--- config.mk ---
export PLATFORM = sky130hd
export DESIGN_NAME = mac_tx_arbiter_flat
export DESIGN_NICKNAME = d
export VERILOG_FILES = /design/src/rtl/mac_tx_arb_pkg.sv /design/src/rtl/mac_tx_arbiter_if.sv /design/src/rtl/sync_fifo.sv /design/src/rtl/mac_tx_arbiter.sv /design/src/flat_wrapper.sv
export SDC_FILE = /design/constraint.sdc
export NUM_CORES = 1
export LEC_CHECK = 0
export CAP_MARGIN = 20
export CORE_MARGIN = 10
export CORE_UTILIZATION = 40
export CTS_CLUSTER_DIAMETER = 60
export DETAILED_ROUTE_END_ITERATION = 10
export MAX_ROUTING_LAYER = met4
export PLACE_DENSITY_LB_ADDON = 0.05
export SYNTH_ARGS = -nofsm -noshare
export SYNTH_HDL_FRONTEND = slang
export SYNTH_SLANG_ARGS = --single-unit
--- constraint.sdc ---
create_clock -name clk -period 5.5 [get_ports clk]
set_clock_uncertainty 0.15 [all_clocks]
set_input_delay 0.55 -clock clk [delete_from_list [all_inputs] [get_ports clk]]
set_output_delay 0.55 -clock clk [all_outputs]
set_load 0.02 [all_outputs]
--- src/rtl/mac_tx_arb_pkg.sv ---
// Shared types for the MAC transmit arbiter: FSM states, grant
// encoding, statistics width and a saturating increment helper.
package mac_tx_arb_pkg;

    typedef enum logic [1:0] {
        IDLE  = 2'd0,
        ISSUE = 2'd1,
        GAP   = 2'd2
    } arb_state_e;

    typedef enum logic {
        GRANT_A = 1'b0,
        GRANT_B = 1'b1
    } grant_e;

    localparam int STAT_W = 16;

    function automatic logic [STAT_W-1:0] sat_inc(
        input logic [STAT_W-1:0] v
    );
        logic [STAT_W-1:0] one;
        one = {{(STAT_W-1){1'b0}}, 1'b1};
        return (v == {STAT_W{1'b1}}) ? v : v + one;
    endfunction

endpackage

--- src/rtl/mac_tx_arbiter_if.sv ---
// Requester and MAC-side signals of the transmit arbiter.
// slave = arbiter side, master = sources/MAC side.
interface mac_tx_arbiter_if #(
    parameter int DATA_W = 128
);
    logic [DATA_W-1:0] a_data;
    logic              a_valid;
    logic              a_drop;
    logic [DATA_W-1:0] b_data;
    logic              b_valid;
    logic              b_ready;
    logic [DATA_W-1:0] tx_data;
    logic              tx_valid;

    modport slave (
        input  a_data, a_valid, b_data, b_valid,
        output a_drop, b_ready, tx_data, tx_valid
    );

    modport master (
        output a_data, a_valid, b_data, b_valid,
        input  a_drop, b_ready, tx_data, tx_valid
    );
endinterface

--- src/rtl/sync_fifo.sv ---
// Single-clock FIFO with extra-bit pointers for full/empty and
// read data registered on pop.
module sync_fifo #(
    parameter int WIDTH = 128,
    parameter int DEPTH = 4
) (
    input  logic             clk,
    input  logic             rst_n,
    input  logic             push_i,
    input  logic [WIDTH-1:0] wr_data_i,
    input  logic             pop_i,
    output logic [WIDTH-1:0] rd_data_o,
    output logic             full_o,
    output logic             empty_o
);
    localparam int AW = $clog2(DEPTH);
    localparam logic [AW:0] PTR_ONE = {{AW{1'b0}}, 1'b1};

    logic [AW:0]      wptr_q, wptr_d;
    logic [AW:0]      rptr_q, rptr_d;
    logic [WIDTH-1:0] rd_data_q, rd_data_d;
    logic [WIDTH-1:0] mem_q [DEPTH];
    logic             do_push, do_pop;

    assign empty_o = (wptr_q == rptr_q);
    assign full_o  = (wptr_q[AW] != rptr_q[AW]) &&
                     (wptr_q[AW-1:0] == rptr_q[AW-1:0]);
    assign do_push = push_i && !full_o;
    assign do_pop  = pop_i && !empty_o;
    assign rd_data_o = rd_data_q;

    // pointer advance and head capture on pop
    always_comb begin
        wptr_d    = wptr_q;
        rptr_d    = rptr_q;
        rd_data_d = rd_data_q;
        if (do_push) wptr_d = wptr_q + PTR_ONE;
        if (do_pop) begin
            rptr_d    = rptr_q + PTR_ONE;
            rd_data_d = mem_q[rptr_q[AW-1:0]];
        end
    end

    // pointer and read-data registers
    always_ff @(posedge clk or negedge rst_n) begin
        if (!rst_n) begin
            wptr_q    <= '0;
            rptr_q    <= '0;
            rd_data_q <= '0;
        end else begin
            wptr_q    <= wptr_d;
            rptr_q    <= rptr_d;
            rd_data_q <= rd_data_d;
        end
    end

    // storage array; contents are don't-care while empty
    always_ff @(posedge clk) begin
        if (do_push) mem_q[wptr_q[AW-1:0]] <= wr_data_i;
    end
endmodule

--- src/rtl/mac_tx_arbiter.sv ---
// Round-robin arbiter of A (FIFO) and B (holding register) onto the
// MAC tx port with forced idle spacing. Stats: MAC_TX_ARB_STATS_EN.
module mac_tx_arbiter
    import mac_tx_arb_pkg::*;
#(
    parameter int DATA_W     = 128,
    parameter int A_DEPTH    = 4,
    parameter int GAP_CYCLES = 400
) (
    input  logic              clk,
    input  logic              rst_n,
    mac_tx_arbiter_if.slave   bus,
    output logic              busy,
    output logic [STAT_W-1:0] stat_sent_a,
    output logic [STAT_W-1:0] stat_sent_b,
    output logic [STAT_W-1:0] stat_drop
);
    localparam logic [15:0] GAP_LOAD = 16'(GAP_CYCLES - 1);
    localparam logic [15:0] CNT_ONE  = 16'd1;

    arb_state_e        state_q, state_d;
    grant_e            last_grant_q, last_grant_d;
    grant_e            sel_q, sel_d;
    grant_e            win;
    logic [15:0]       gap_cnt_q, gap_cnt_d;
    logic [DATA_W-1:0] tx_data_q, tx_data_d;
    logic              tx_valid_q, tx_valid_d;
    logic [DATA_W-1:0] b_data_q, b_data_d;
    logic              b_full_q, b_full_d;
    logic              b_hs, grant_b;
    logic              fifo_pop, fifo_full, fifo_empty;
    logic [DATA_W-1:0] fifo_rd_data;

    sync_fifo #(
        .WIDTH (DATA_W),
        .DEPTH (A_DEPTH)
    ) u_a_fifo (
        .clk       (clk),
        .rst_n     (rst_n),
        .push_i    (bus.a_valid),
        .wr_data_i (bus.a_data),
        .pop_i     (fifo_pop),
        .rd_data_o (fifo_rd_data),
        .full_o    (fifo_full),
        .empty_o   (fifo_empty)
    );

    // fullness is the pre-pop view, so a push on full always drops
    assign bus.a_drop   = bus.a_valid && fifo_full;
    assign bus.b_ready  = !b_full_q;
    assign bus.tx_data  = tx_data_q;
    assign bus.tx_valid = tx_valid_q;
    assign busy = (state_q != IDLE) || !fifo_empty || b_full_q;
    assign b_hs = bus.b_valid && !b_full_q;

    // grant, issue and gap sequencing
    always_comb begin
        state_d      = state_q;
        last_grant_d = last_grant_q;
        sel_d        = sel_q;
        gap_cnt_d    = gap_cnt_q;
        tx_data_d    = tx_data_q;
        tx_valid_d   = 1'b0;
        fifo_pop     = 1'b0;
        grant_b      = 1'b0;
        win          = GRANT_A;
        unique case (state_q)
            IDLE: begin
                if (!fifo_empty || b_full_q) begin
                    if (!fifo_empty &&
                        (!b_full_q || last_grant_q == GRANT_B))
                        win = GRANT_A;
                    else
                        win = GRANT_B;
                    sel_d        = win;
                    last_grant_d = win;
                    fifo_pop     = (win == GRANT_A);
                    grant_b      = (win == GRANT_B);
                    state_d      = ISSUE;
                end
            end
            ISSUE: begin
                tx_valid_d = 1'b1;
                tx_data_d  = (sel_q == GRANT_A) ? fifo_rd_data
                                                : b_data_q;
                gap_cnt_d  = GAP_LOAD;
                state_d    = GAP;
            end
            GAP: begin
                if (gap_cnt_q == '0) state_d = IDLE;
                else gap_cnt_d = gap_cnt_q - CNT_ONE;
            end
            default: state_d = IDLE;
        endcase
    end

    // B holding register: loaded on handshake, freed on grant
    always_comb begin
        b_full_d = b_full_q;
        b_data_d = b_data_q;
        if (grant_b) b_full_d = 1'b0;
        if (b_hs) begin
            b_full_d = 1'b1;
            b_data_d = bus.b_data;
        end
    end

    // arbiter state registers
    always_ff @(posedge clk or negedge rst_n) begin
        if (!rst_n) begin
            state_q      <= IDLE;
            last_grant_q <= GRANT_B;
            sel_q        <= GRANT_B;
            gap_cnt_q    <= '0;
            tx_data_q    <= '0;
            tx_valid_q   <= 1'b0;
            b_data_q     <= '0;
            b_full_q     <= 1'b0;
        end else begin
            state_q      <= state_d;
            last_grant_q <= last_grant_d;
            sel_q        <= sel_d;
            gap_cnt_q    <= gap_cnt_d;
            tx_data_q    <= tx_data_d;
            tx_valid_q   <= tx_valid_d;
            b_data_q     <= b_data_d;
            b_full_q     <= b_full_d;
        end
    end

`ifdef MAC_TX_ARB_STATS_EN
    logic [STAT_W-1:0] sent_a_q, sent_b_q, drop_q;

    // saturating per-requester frame and drop counters
    always_ff @(posedge clk or negedge rst_n) begin
        if (!rst_n) begin
            sent_a_q <= '0;
            sent_b_q <= '0;
            drop_q   <= '0;
        end else begin
            if (state_q == ISSUE && sel_q == GRANT_A)
                sent_a_q <= sat_inc(sent_a_q);
            if (state_q == ISSUE && sel_q == GRANT_B)
                sent_b_q <= sat_inc(sent_b_q);
            if (bus.a_drop)
                drop_q <= sat_inc(drop_q);
        end
    end

    assign stat_sent_a = sent_a_q;
    assign stat_sent_b = sent_b_q;
    assign stat_drop   = drop_q;
`else
    assign stat_sent_a = '0;
    assign stat_sent_b = '0;
    assign stat_drop   = '0;
`endif
endmodule

--- src/flat_wrapper.sv ---
// flat-port wrapper written by rule: the top's interface ports become plain ports
module mac_tx_arbiter_flat import mac_tx_arb_pkg::*;
#(
    parameter int DATA_W     = 128,
    parameter int A_DEPTH    = 4,
    parameter int GAP_CYCLES = 400
)
  (clk, rst_n, busy, stat_sent_a, stat_sent_b, stat_drop, bus_a_data, bus_a_valid, bus_b_data, bus_b_valid, bus_a_drop, bus_b_ready, bus_tx_data, bus_tx_valid);
  mac_tx_arbiter_if #(.DATA_W(DATA_W)) bus_i ();
  input  logic clk;
  input  logic rst_n;
  output logic busy;
  output logic [STAT_W-1:0] stat_sent_a;
  output logic [STAT_W-1:0] stat_sent_b;
  output logic [STAT_W-1:0] stat_drop;
  input wire logic [$bits(bus_i.a_data)-1:0] bus_a_data;
  input wire logic [$bits(bus_i.a_valid)-1:0] bus_a_valid;
  input wire logic [$bits(bus_i.b_data)-1:0] bus_b_data;
  input wire logic [$bits(bus_i.b_valid)-1:0] bus_b_valid;
  output wire logic [$bits(bus_i.a_drop)-1:0] bus_a_drop;
  output wire logic [$bits(bus_i.b_ready)-1:0] bus_b_ready;
  output wire logic [$bits(bus_i.tx_data)-1:0] bus_tx_data;
  output wire logic [$bits(bus_i.tx_valid)-1:0] bus_tx_valid;
  assign bus_i.a_data = bus_a_data;
  assign bus_i.a_valid = bus_a_valid;
  assign bus_i.b_data = bus_b_data;
  assign bus_i.b_valid = bus_b_valid;
  assign bus_a_drop = bus_i.a_drop;
  assign bus_b_ready = bus_i.b_ready;
  assign bus_tx_data = bus_i.tx_data;
  assign bus_tx_valid = bus_i.tx_valid;
  mac_tx_arbiter #(.DATA_W(DATA_W), .A_DEPTH(A_DEPTH), .GAP_CYCLES(GAP_CYCLES)) u_core (.clk(clk), .rst_n(rst_n), .bus(bus_i), .busy(busy), .stat_sent_a(stat_sent_a), .stat_sent_b(stat_sent_b), .stat_drop(stat_drop));
endmodule
======== Yosys cells after proc, flatten, opt, wreduce, memory -nomap -nowiden ========
Memories as Yosys holds them, arrays and structs flattened. A register that Yosys moved wholly into a read port is not among the register bits.
Index checks and enable logic that the tools add are counted.
storage, ports and cells
  register bits after elaboration ......... 283
  memory bits (writable) .................. 512
  input bits .............................. 260
  output and inout port bits .............. 180
  word-level logic and storage cells ...... 62
  memories kept ........................... 1
memory list
  name                   words  width  read ports  clocked after memory_dff  write ports  line             RTL
  u_core.u_a_fifo.mem_q  4      128    1           1                         1            sync_fifo.sv:22  logic [WIDTH-1:0] mem_q [DEPTH];
cells by class
  add/subtract/negate cells ............... 3
  equality and inequality tests ........... 8
  multiplexer cells ....................... 18
  bitwise gates (word level) .............. 1
  reductions and logical operators ........ 22
operators by type and width
  operator                                                               number
  128-bit two-way mux                                                    1
  16-bit case mux with 2 select lines                                    1
  16-bit logical NOT                                                     1
  16-bit two-way mux                                                     1
  16-bit by 1-bit subtractor with 16-bit output (second input constant)  1
  1-bit two-way mux                                                      12
  3-bit by 1-bit adder with 3-bit output (second input constant)         2
  1-bit logical AND                                                      6
  2-bit case mux with 3 select lines                                     1
  2-bit AND reduction                                                    3
  2-bit nonzero test                                                     3
  1-bit logical NOT                                                      4
  1-bit logical OR                                                       4
  2-bit two-way mux                                                      2
  2-bit by 1-bit != test with 1-bit output (second input constant)       2
  3-bit == test                                                          1
  2-bit by 1-bit == test with 1-bit output (second input constant)       1
  2-bit == test                                                          1
  2-bit == test (second input constant)                                  1
  2-bit logical NOT                                                      1
  2-bit != test (second input constant)                                  1
  1-bit != test                                                          1
  1-bit inverter                                                         1

======== Depth between registers and ports, before layout ========
Gate-level depths: netlist (run 1).
  depth after elaboration ................. 10
  gate-level depth with buffers ........... 8
  gate-level depth less buffers ........... 6

======== Modules after synthesis ========
A second synthesis (run 1) with hierarchy kept.
second synthesis, totals
  cell total of the unflattened synthesis .. 1976
  area, all modules ....................... 35631.7 um^2
modules (own cells, without submodules)
  module          instances  cells an instance  area an instance (um^2)  sequential area each (um^2)
  sync_fifo       1          976                23530.1                  18728.0
  mac_tx_arbiter  1          1000               12101.6                  6932.9

======== Worst setup path after synthesis (run 1) ========
No wires, ideal clock.
  kind .................................... reg2reg
  from .................................... register u_core.u_a_fifo.rptr_q[0]
  to ...................................... memory u_core.u_a_fifo.mem_q[3][0], enable pin
  setup time .............................. 0.504 ns
  arrival ................................. 4.057 ns
  required time ........................... 4.846 ns
  path slack .............................. 0.789 ns
  stages on the path, launching flop included .. 5
  buffers on the path ..................... 1
  period minus slack after synthesis ...... 4.711 ns
  path through ............................ dfrtp_1 buf_6 xnor2_2 a31oi_1 and2_1
on the way
  word-level cells in the longest chain between the ends .. 6
ends and longest elaborated chain
  what                                     line             RTL
  start, declared                          sync_fifo.sv:20  logic [AW:0] rptr_q, rptr_d;
  start signal, assigned                   sync_fifo.sv:52  rptr_q <= rptr_d;
  2-bit == test                            sync_fifo.sv:27  (wptr_q[AW-1:0] == rptr_q[AW-1:0]);
  1-bit logical AND                        sync_fifo.sv:26  assign full_o = (wptr_q[AW] != rptr_q[AW]) &&
  1-bit logical NOT                        sync_fifo.sv:28  assign do_push = push_i && !full_o;
  1-bit logical AND                        sync_fifo.sv:28
  1-bit two-way mux                        sync_fifo.sv:59  if (do_push) mem_q[wptr_q[AW-1:0]] <= wr_data_i;
  1-bit two-way mux (implied by the code)  sync_fifo.sv:59
  end, declared                            sync_fifo.sv:22
Every way passes these cells.

======== Worst setup path after layout (run 1) ========
  from .................................... register u_core.u_a_fifo.rptr_q[1]
  to ...................................... output port busy
on the way
  word-level cells in the longest chain between the ends .. 4
ends and longest elaborated chain
  what                            line                  RTL
  3-bit == test                   sync_fifo.sv:25       assign empty_o = (wptr_q == rptr_q);
  1-bit logical NOT               mac_tx_arbiter.sv:53  assign busy = (state_q != IDLE) || !fifo_empty || b_full_q;
  1-bit logical OR (2 in series)  mac_tx_arbiter.sv:53
  end, declared                   flat_wrapper.sv:12    output logic busy;
Every way passes these cells.

==> reports/qor.csv, run 1 <==
stage,metric,value,unit
clock_tree,clk_pin_slew,60,ps
clock_tree,clock_tree_from_tritoncts,done,
worst_setup_path,cp_data_required_time,4800,ps
clock_tree,clock_latency,650,ps
synthesis,largest_area_contributor_in_the_netlist,edfxtp_1,
global_route,grt_pass1_vias,20200,
synthesis,synth-async-reset-ratio,44.5,%
placed_design,portBuffers,391,
synthesis,synthesis.area_per_instance,18.2,um2
detailed_routing,via_count,18300,
detailed_routing,route.met2.wl,44.2,mm
worst_setup_path,timing_worst_setup_path_type,reg2out,
synthesis,netlist_area,36000,um2
synthesis,post_synth_most_frequent_cells,"edfxtp_1 (512), dfrtp_1 (410), mux2_2 (157)",
clock_tree,num_cts_buffers,104,
global_route,globalRouteTotalUtil,17.7,%
placed_design,place.gp.congestion,0.730,
synthesis,synth.top_cells.by_area,"edfxtp_1 (43%), dfrtp_1 (29%), mux4_2 (8.0%)",
detailed_routing,route.detailed.drc,0,
detailed_routing,drtPass1Iterations,5,
worst_setup_path,end_kind,output port,
floorplan,die_width,320,um
run_status,run_status,finished clean,
synthesis,synth_edf_count,512,
clock_tree,clockRootBuffer,clkbuf_16,
synthesis,synth.top_cell.area_share,42.7,%
global_route,grt_pass1_wl,133,mm
floorplan,dieArea,102000,um2
flow_run,cap_violations,0,
placed_design,hpwl,55.3,mm
clock_tree,postCtsSetupBuffers,0,
sta,final_hold_viol_count,0,
sta,timing_worst_slew_pin_value,1010,ps
floorplan,num_rows,109,
finish,final-instance-count-excl-fill,3668,
power_and_ir_drop,cell_leakage_power,16.9,nW
placed_design,place_inst,3454,
floorplan,initial_utilization,40.5,%
sta,finalSetupViolCount,0,
synthesis,yosys_warnings,0,
detailed_routing,ant_nets,0,
detailed_routing,wl_per_cell,23.9,um
sta,achievable-frequency,276,MHz
floorplan,placeableCoreArea,88800,um2
global_route,antenna_found_initial,20,
worst_setup_path,cp_max_fo,38,
finish,num-nets-final,2662,
detailed_routing,met3RoutedLength,4.93,mm
power_and_ir_drop,worst_vdd_ir,0.309,mV
finish,fillCellCount,7416,
sta,rsz0062_at_grt,false,
sta,final.period_utilization,65.8,%
floorplan,dieHeight,320,um
detailed_routing,route.top_layer_used,met4,
finish,final_layout_size_suffix_gt1_share,23.2,%
global_route,grt-ovfl-total,0,
detailed_routing,first_iter_violations,1120,
clock_tree,cts_hold_repair.buffers,1,
worst_setup_path,critical_path.cell_chain,xnor2_1 -> nand3b_2 -> nor2_1 -> nand2_1 -> clkdlybuf4s50_1,
detailed_routing,routedLengthMet1,36.8,mm
clock_tree,cts.repair.resized,0,
detailed_routing,detail_route.wirelength,87.6,mm
worst_setup_path,arrival,2920,ps
power_and_ir_drop,powerDensity,590,nW/um2
clock_tree,cts.sink_count,923,
power_and_ir_drop,fin_total_pwr,0.0261,W
worst_setup_path,critPathLaunchType,flip-flop,
sta,maxSlewViolCount,0,
sta,period_needed,3620,ps
synthesis,postSynthRegisterBits,923,
synthesis,synth_cells,1976,
clock_tree,clock_tree.htree_level_count,3,
finish,layout-area-overhead-vs-synth,23.0,%
synthesis,synth_cell_type_count,48,
synthesis,most_used_standard_cell_by_instance_count_after_synthesis,edfxtp_1,
worst_hold_path,holdCritPathClass,reg2reg,
synthesis,part_of_the_yosys_area_used_for_sequential_elements,71.3,%
worst_setup_path,worst_path_largest_cell_delay,700,ps
clock_tree,clock_path_buffers,3,
detailed_routing,vias_per_cell,4.99,
worst_setup_path,worst_path_max_delay_cell,dfrtp_4,
floorplan,io_pins,440,
synthesis,synth-main-ff-cell,edfxtp_1,
sta,slew-limit-headroom,32.9,%
global_route,grt_max_degree,138,
sta,setup-tns-final,0,ps
-- report_power, final --
group / total [W] / internal [W] / switching (W) / leakage [nW]
registers: 0.0113 / 0.00981 / 0.00145 / 9.64
logic: 0.00833 / 0.00439 / 0.00394 / 5.64
clock network: 0.00653 / 0.00382 / 0.00271 / 1.59
-- cell families (layout without fill, tap and decap cells) --
family | Yosys count | after routing | synth area share [%]
compound gates | 151 | 151 | 2.19
other cells | 1 | 68 | 0.0104
simple gates | 204 | 204 | 2.48
flops | 923 | 923 | 71.3
buf+inv | 160 | 620 | 2.68
mux | 524 | 524 | 21.0
xor+xnor | 7 | 7 | 0.191
fa+ha+maj | 6 | 6 | 0.209
-- layout by cell type (no fill, tap or decap), types with 9 or more instances in the layout --
cell type / n
clkdlybuf4s50_1: 390
buf_12: 9
mux2_4: 100
mux4_2: 128
clkbuf_1: 36
dfrtp_1: 408
nand2_1: 145
clkinv_1: 12
mux2i_1: 139
conb_1: 48
edfxtp_1: 512
clkbuf_8: 10
o21ai_0: 135
clkinv_2: 17
mux2_2: 157
buf_4: 19
diode_2: 20
nor2_1: 15
clkbuf_16: 106
-- metal layers --
metal	track usage [%]	vias up
li1	-	8294
met1	21.6	9514
met2	29.1	393
met3	4.36	114
met4	4.55	0
met5	-	-
-- worst max-delay path: cells and delay by family (launching register included) --
kind | cells | cell delay, ps
and+or+nand+nor | 3 | 520
xor gates and xnor gates | 1 | 410
DFF | 1 | 700
buffers and inverters | 1 | 620
-- stage by stage --
step | hold WS [ps] | utilization [%] | setup slack, ps | cell area, um2
after floorplan | 104 | - | 789 | 36200
after global placement | 314 | 46.2 | 1970 | 41000
after detailed placement | 319 | 46.2 | 1930 | 41000
after CTS | 309 | 49.8 | 1800 | 44200
after global routing | 335 | 49.9 | 1700 | 44300
final | 328 | 49.9 | 1880 | 44300
-- layout make-up --
cell class / instances / area, um2 / area share [%]
Clock buffer: 152 / 2930 / 6.61
Timing Repair Buffer: 420 / 4250 / 9.60
Multi-Input combinational cell: 940 / 9580 / 21.6
Inverter: 7 / 26.3 / 0.0593
Clock inverter: 41 / 312 / 0.704
Tap cell: 1165 / 1460 / 3.29
Antenna cell: 20 / 50.0 / 0.113
Sequential cell: 923 / 25700 / 58.0
-- sequential cells by signal, indices dropped and copies added, names as in the netlist --
signal and count:
u_core.bus.tx_valid 1, u_core.last_grant_q 1, u_core.bus.tx_data 128, u_core.state_q 2
u_core.u_a_fifo.rptr_q 3, u_core.u_a_fifo.rd_data_o 128, u_core.b_full_q 1, u_core.u_a_fifo.wptr_q 3
u_core.b_data_q 128, u_core.gap_cnt_q 16, u_core.u_a_fifo.mem_q 512
-- worst paths after layout --
check	start	endpoint	slack (ps)	depth (start not counted)
max reg2reg	u_core.u_a_fifo.rptr_q[1]$_DFFE_PN0P_	u_core.u_a_fifo.mem_q[3][56]$_DFFE_PP_	2040	4
max in group asynchronous	rst_n	u_core.u_a_fifo.rptr_q[0]$_DFFE_PN0P_	3370	3
min in group asynchronous	rst_n	u_core.bus.tx_data[121]$_DFFE_PN0P_	410	2
min reg2reg	u_core.bus.tx_data[61]$_DFFE_PN0P_	u_core.bus.tx_data[61]$_DFFE_PN0P_	330	2
min	u_core.bus.tx_data[61]$_DFFE_PN0P_	u_core.bus.tx_data[61]$_DFFE_PN0P_	330	2
max	u_core.u_a_fifo.rptr_q[1]$_DFFE_PN0P_	busy	1880	5
(Power assumes the default switching activity.)
==> run 2, diff against run 1 <==
==> constraint.sdc (replaced) <==
create_clock -name clk -period 3.5 [get_ports clk]
set_clock_uncertainty 0.15 [all_clocks]
set_input_delay 0.35 -clock clk [delete_from_list [all_inputs] [get_ports clk]]
set_output_delay 0.35 -clock clk [all_outputs]
set_load 0.02 [all_outputs]
==> reports/qor.csv, run 2 (synthesized netlist as in run 1, its figures left out) <==
stage,metric,value,unit,change
finish,leading_cell_types_in_the_layout_fill_and_taps_excluded,"edfxtp_1 (512), dfrtp_1 (408), clkdlybuf4s50_1 (390), mux2_2 (157), nand2_1 (145)",,unchanged
clock_tree,clockRootBuffer,clkbuf_16,,unchanged
worst_setup_path,critPathLaunchType,flip-flop,,unchanged
worst_setup_path,critPathTopFamily,flip-flops,,unchanged
floorplan,die_width,320,um,unchanged
sta,rsz0062_at_grt,false,,unchanged
worst_hold_path,holdCritPathClass,in2async,,was reg2reg
worst_setup_path,timing_worst_setup_path_type,reg2out,,unchanged
global_route,grt_pass1_wl,132,mm,was 133 mm
floorplan,dieArea,102000,um2,unchanged
sta,achievable-frequency,332,MHz,
detailed_routing,ant_nets,0,,unchanged
floorplan,placeableCoreArea,88800,um2,unchanged
sta,period_needed,3010,ps,
finish,post-route-cell-area,44900,um2,was 44300 um2
worst_setup_path,r2r_setup_slack,710,ps,was 2040 ps
clock_tree,clock_tree.htree_level_count,3,,unchanged
global_route,grt_max_degree,131,,was 138
worst_setup_path,critical_path.cell_chain,xnor2_2 -> nand3b_2 -> nor2_1 -> nand2_1 -> clkdlybuf4s50_1,,was xnor2_1 -> nand3b_2 -> nor2_1 -> nand2_1 -> clkdlybuf4s50_1
detailed_routing,route.detailed.drc,0,,unchanged
floorplan,io_pins,440,,unchanged
floorplan,initial_utilization,40.5,%,unchanged
global_route,globalRouteTotalUtil,17.4,%,was 17.7%
sta,setup-tns-final,0,ps,unchanged
floorplan,num_rows,109,,unchanged
power_and_ir_drop,cell_leakage_power,17.2,nW,was 16.9 nW
finish,layout-area-overhead-vs-synth,24.6,%,was 23.0%
sta,slew-limit-headroom,39.6,%,was 32.9%
floorplan,dieHeight,320,um,unchanged
global_route,antenna_found_initial,23,,was 20
sta,final.period_utilization,86.0,%,
detailed_routing,vias_per_cell,4.95,,was 4.99
clock_tree,cts.repair.resized,0,,unchanged
worst_setup_path,worst_path_largest_cell_delay,560,ps,was 700 ps
finish,final_layout_size_suffix_gt1_share,24.8,%,was 23.2%
detailed_routing,via_count,18300,,about the same
placed_design,place.gp.congestion,0.761,,was 0.730
finish,fillCellCount,7297,,was 7416
detailed_routing,wl_per_cell,23.6,um,was 23.9 um
worst_setup_path,arrival,2510,ps,was 2920 ps
power_and_ir_drop,worst_vdd_ir,0.705,mV,was 0.309 mV
finish,mostFrequentLayoutCell,edfxtp_1,,unchanged
placed_design,placed_area,41400,um2,was 41000 um2
worst_setup_path,end_kind,output port,,unchanged
clock_tree,clock_path_buffers,3,,unchanged
sta,final_hold_viol_count,0,,unchanged
worst_setup_path,worst_path_max_delay_cell,dfrtp_4,,unchanged
clock_tree,num_cts_buffers,102,,was 104
clock_tree,clock_tree_from_tritoncts,done,,unchanged
worst_setup_path,cp_data_required_time,3000,ps,was 4800 ps
worst_setup_path,cp_max_fo,8,,was 38
sta,timing_worst_slew_pin_value,906,ps,was 1010 ps
placed_design,portBuffers,391,,unchanged
detailed_routing,drtPass1Iterations,5,,unchanged
run_status,run_status,finished clean,,unchanged
worst_setup_path,critical_path_buf_inv_count,1,,unchanged
clock_tree,postCtsSetupBuffers,0,,unchanged
flow_run,cap_violations,0,,unchanged
detailed_routing,detail_route.wirelength,87.0,mm,was 87.6 mm
power_and_ir_drop,powerDensity,933,nW/um2,was 590 nW/um2
clock_tree,clock_latency,660,ps,was 650 ps
global_route,grt_pass1_vias,20100,,was 20200
detailed_routing,first_iter_violations,1146,,was 1120
global_route,grt-ovfl-total,0,,unchanged
clock_tree,clk_pin_slew,60,ps,about the same
clock_tree,cts_hold_repair.buffers,1,,unchanged
placed_design,hpwl,56.4,mm,was 55.3 mm
sta,finalSetupViolCount,0,,unchanged
sta,maxSlewViolCount,0,,unchanged
finish,num-nets-final,2680,,was 2662
clock_tree,cts.sink_count,923,,unchanged
finish,largest_register_ffs,512,,unchanged
==> run 2: changes by cell type in the layout (fill, tap and decap cells not counted), sizes merged <==
cell      delta
clkinv       -1
bufinv       +5
clkbuf      -12
buf         +20
inv          +7
clkinvlp     +2
==> run 2: where the power goes <==
group          leakage [nW]  switching, W  internal [W]
clock network          1.71       0.00440       0.00643
logic                  5.81       0.00657       0.00715
registers              9.64       0.00190        0.0154
total                  17.2        0.0129        0.0290
==> run 2: worst paths after layout <==
check | startpoint | end | cells after the start
setup / recovery | u_core.u_a_fifo.rptr_q[0]$_DFFE_PN0P_ | busy | 5
hold / removal | rst_n | u_core.bus.tx_data[12]$_DFFE_PN0P_ | 2
setup reg to reg | u_core.u_a_fifo.rptr_q[0]$_DFFE_PN0P_ | u_core.u_a_fifo.mem_q[2][63]$_DFFE_PP_ | 4
hold reg to reg | u_core.bus.tx_data[59]$_DFFE_PN0P_ | u_core.bus.tx_data[59]$_DFFE_PN0P_ | 2
max in group asynchronous | rst_n | u_core.u_a_fifo.rd_data_o[57]$_DFFE_PN0P_ | 3
min in group clk | bus_b_data[92] | u_core.b_data_q[92]$_DFFE_PN0P_ | 2
==> run 2: stage by stage <==
stage | instances | hold WS [ps] | total power, W | setup slack [ps] | util (%)
after floorplan | 2023 | -95.6 | 0.0266 | 209 | -
after global placement | 3474 | 244 | 0.0313 | 629 | 46.6
after detailed placement | 3474 | 247 | 0.0316 | 612 | 46.6
after CTS | 3669 | 108 | 0.0426 | 451 | 50.5
after global routing | 3686 | 120 | 0.0442 | 359 | 50.5
final | 3689 | 109 | 0.0418 | 489 | 50.5
==> run 2: routing by layer <==
metal,wire (um),track usage (%)
met3,4910,4.41
met5,0,-
met4,1640,4.64
met2,44300,28.8
met1,36100,21.1
==> run 2: area by class of cell <==
class	count	area (um2)	share of cell area [%]
Timing Repair Buffer	440	4630	10.3
Tap cell	1165	1460	3.25
Sequential cell	923	25700	57.2
Antenna cell	20	50.0	0.112
Inverter	7	26.3	0.0586
Clock buffer	140	2900	6.46
Clock inverter	54	553	1.23
Multi-Input combinational cell	940	9580	21.4
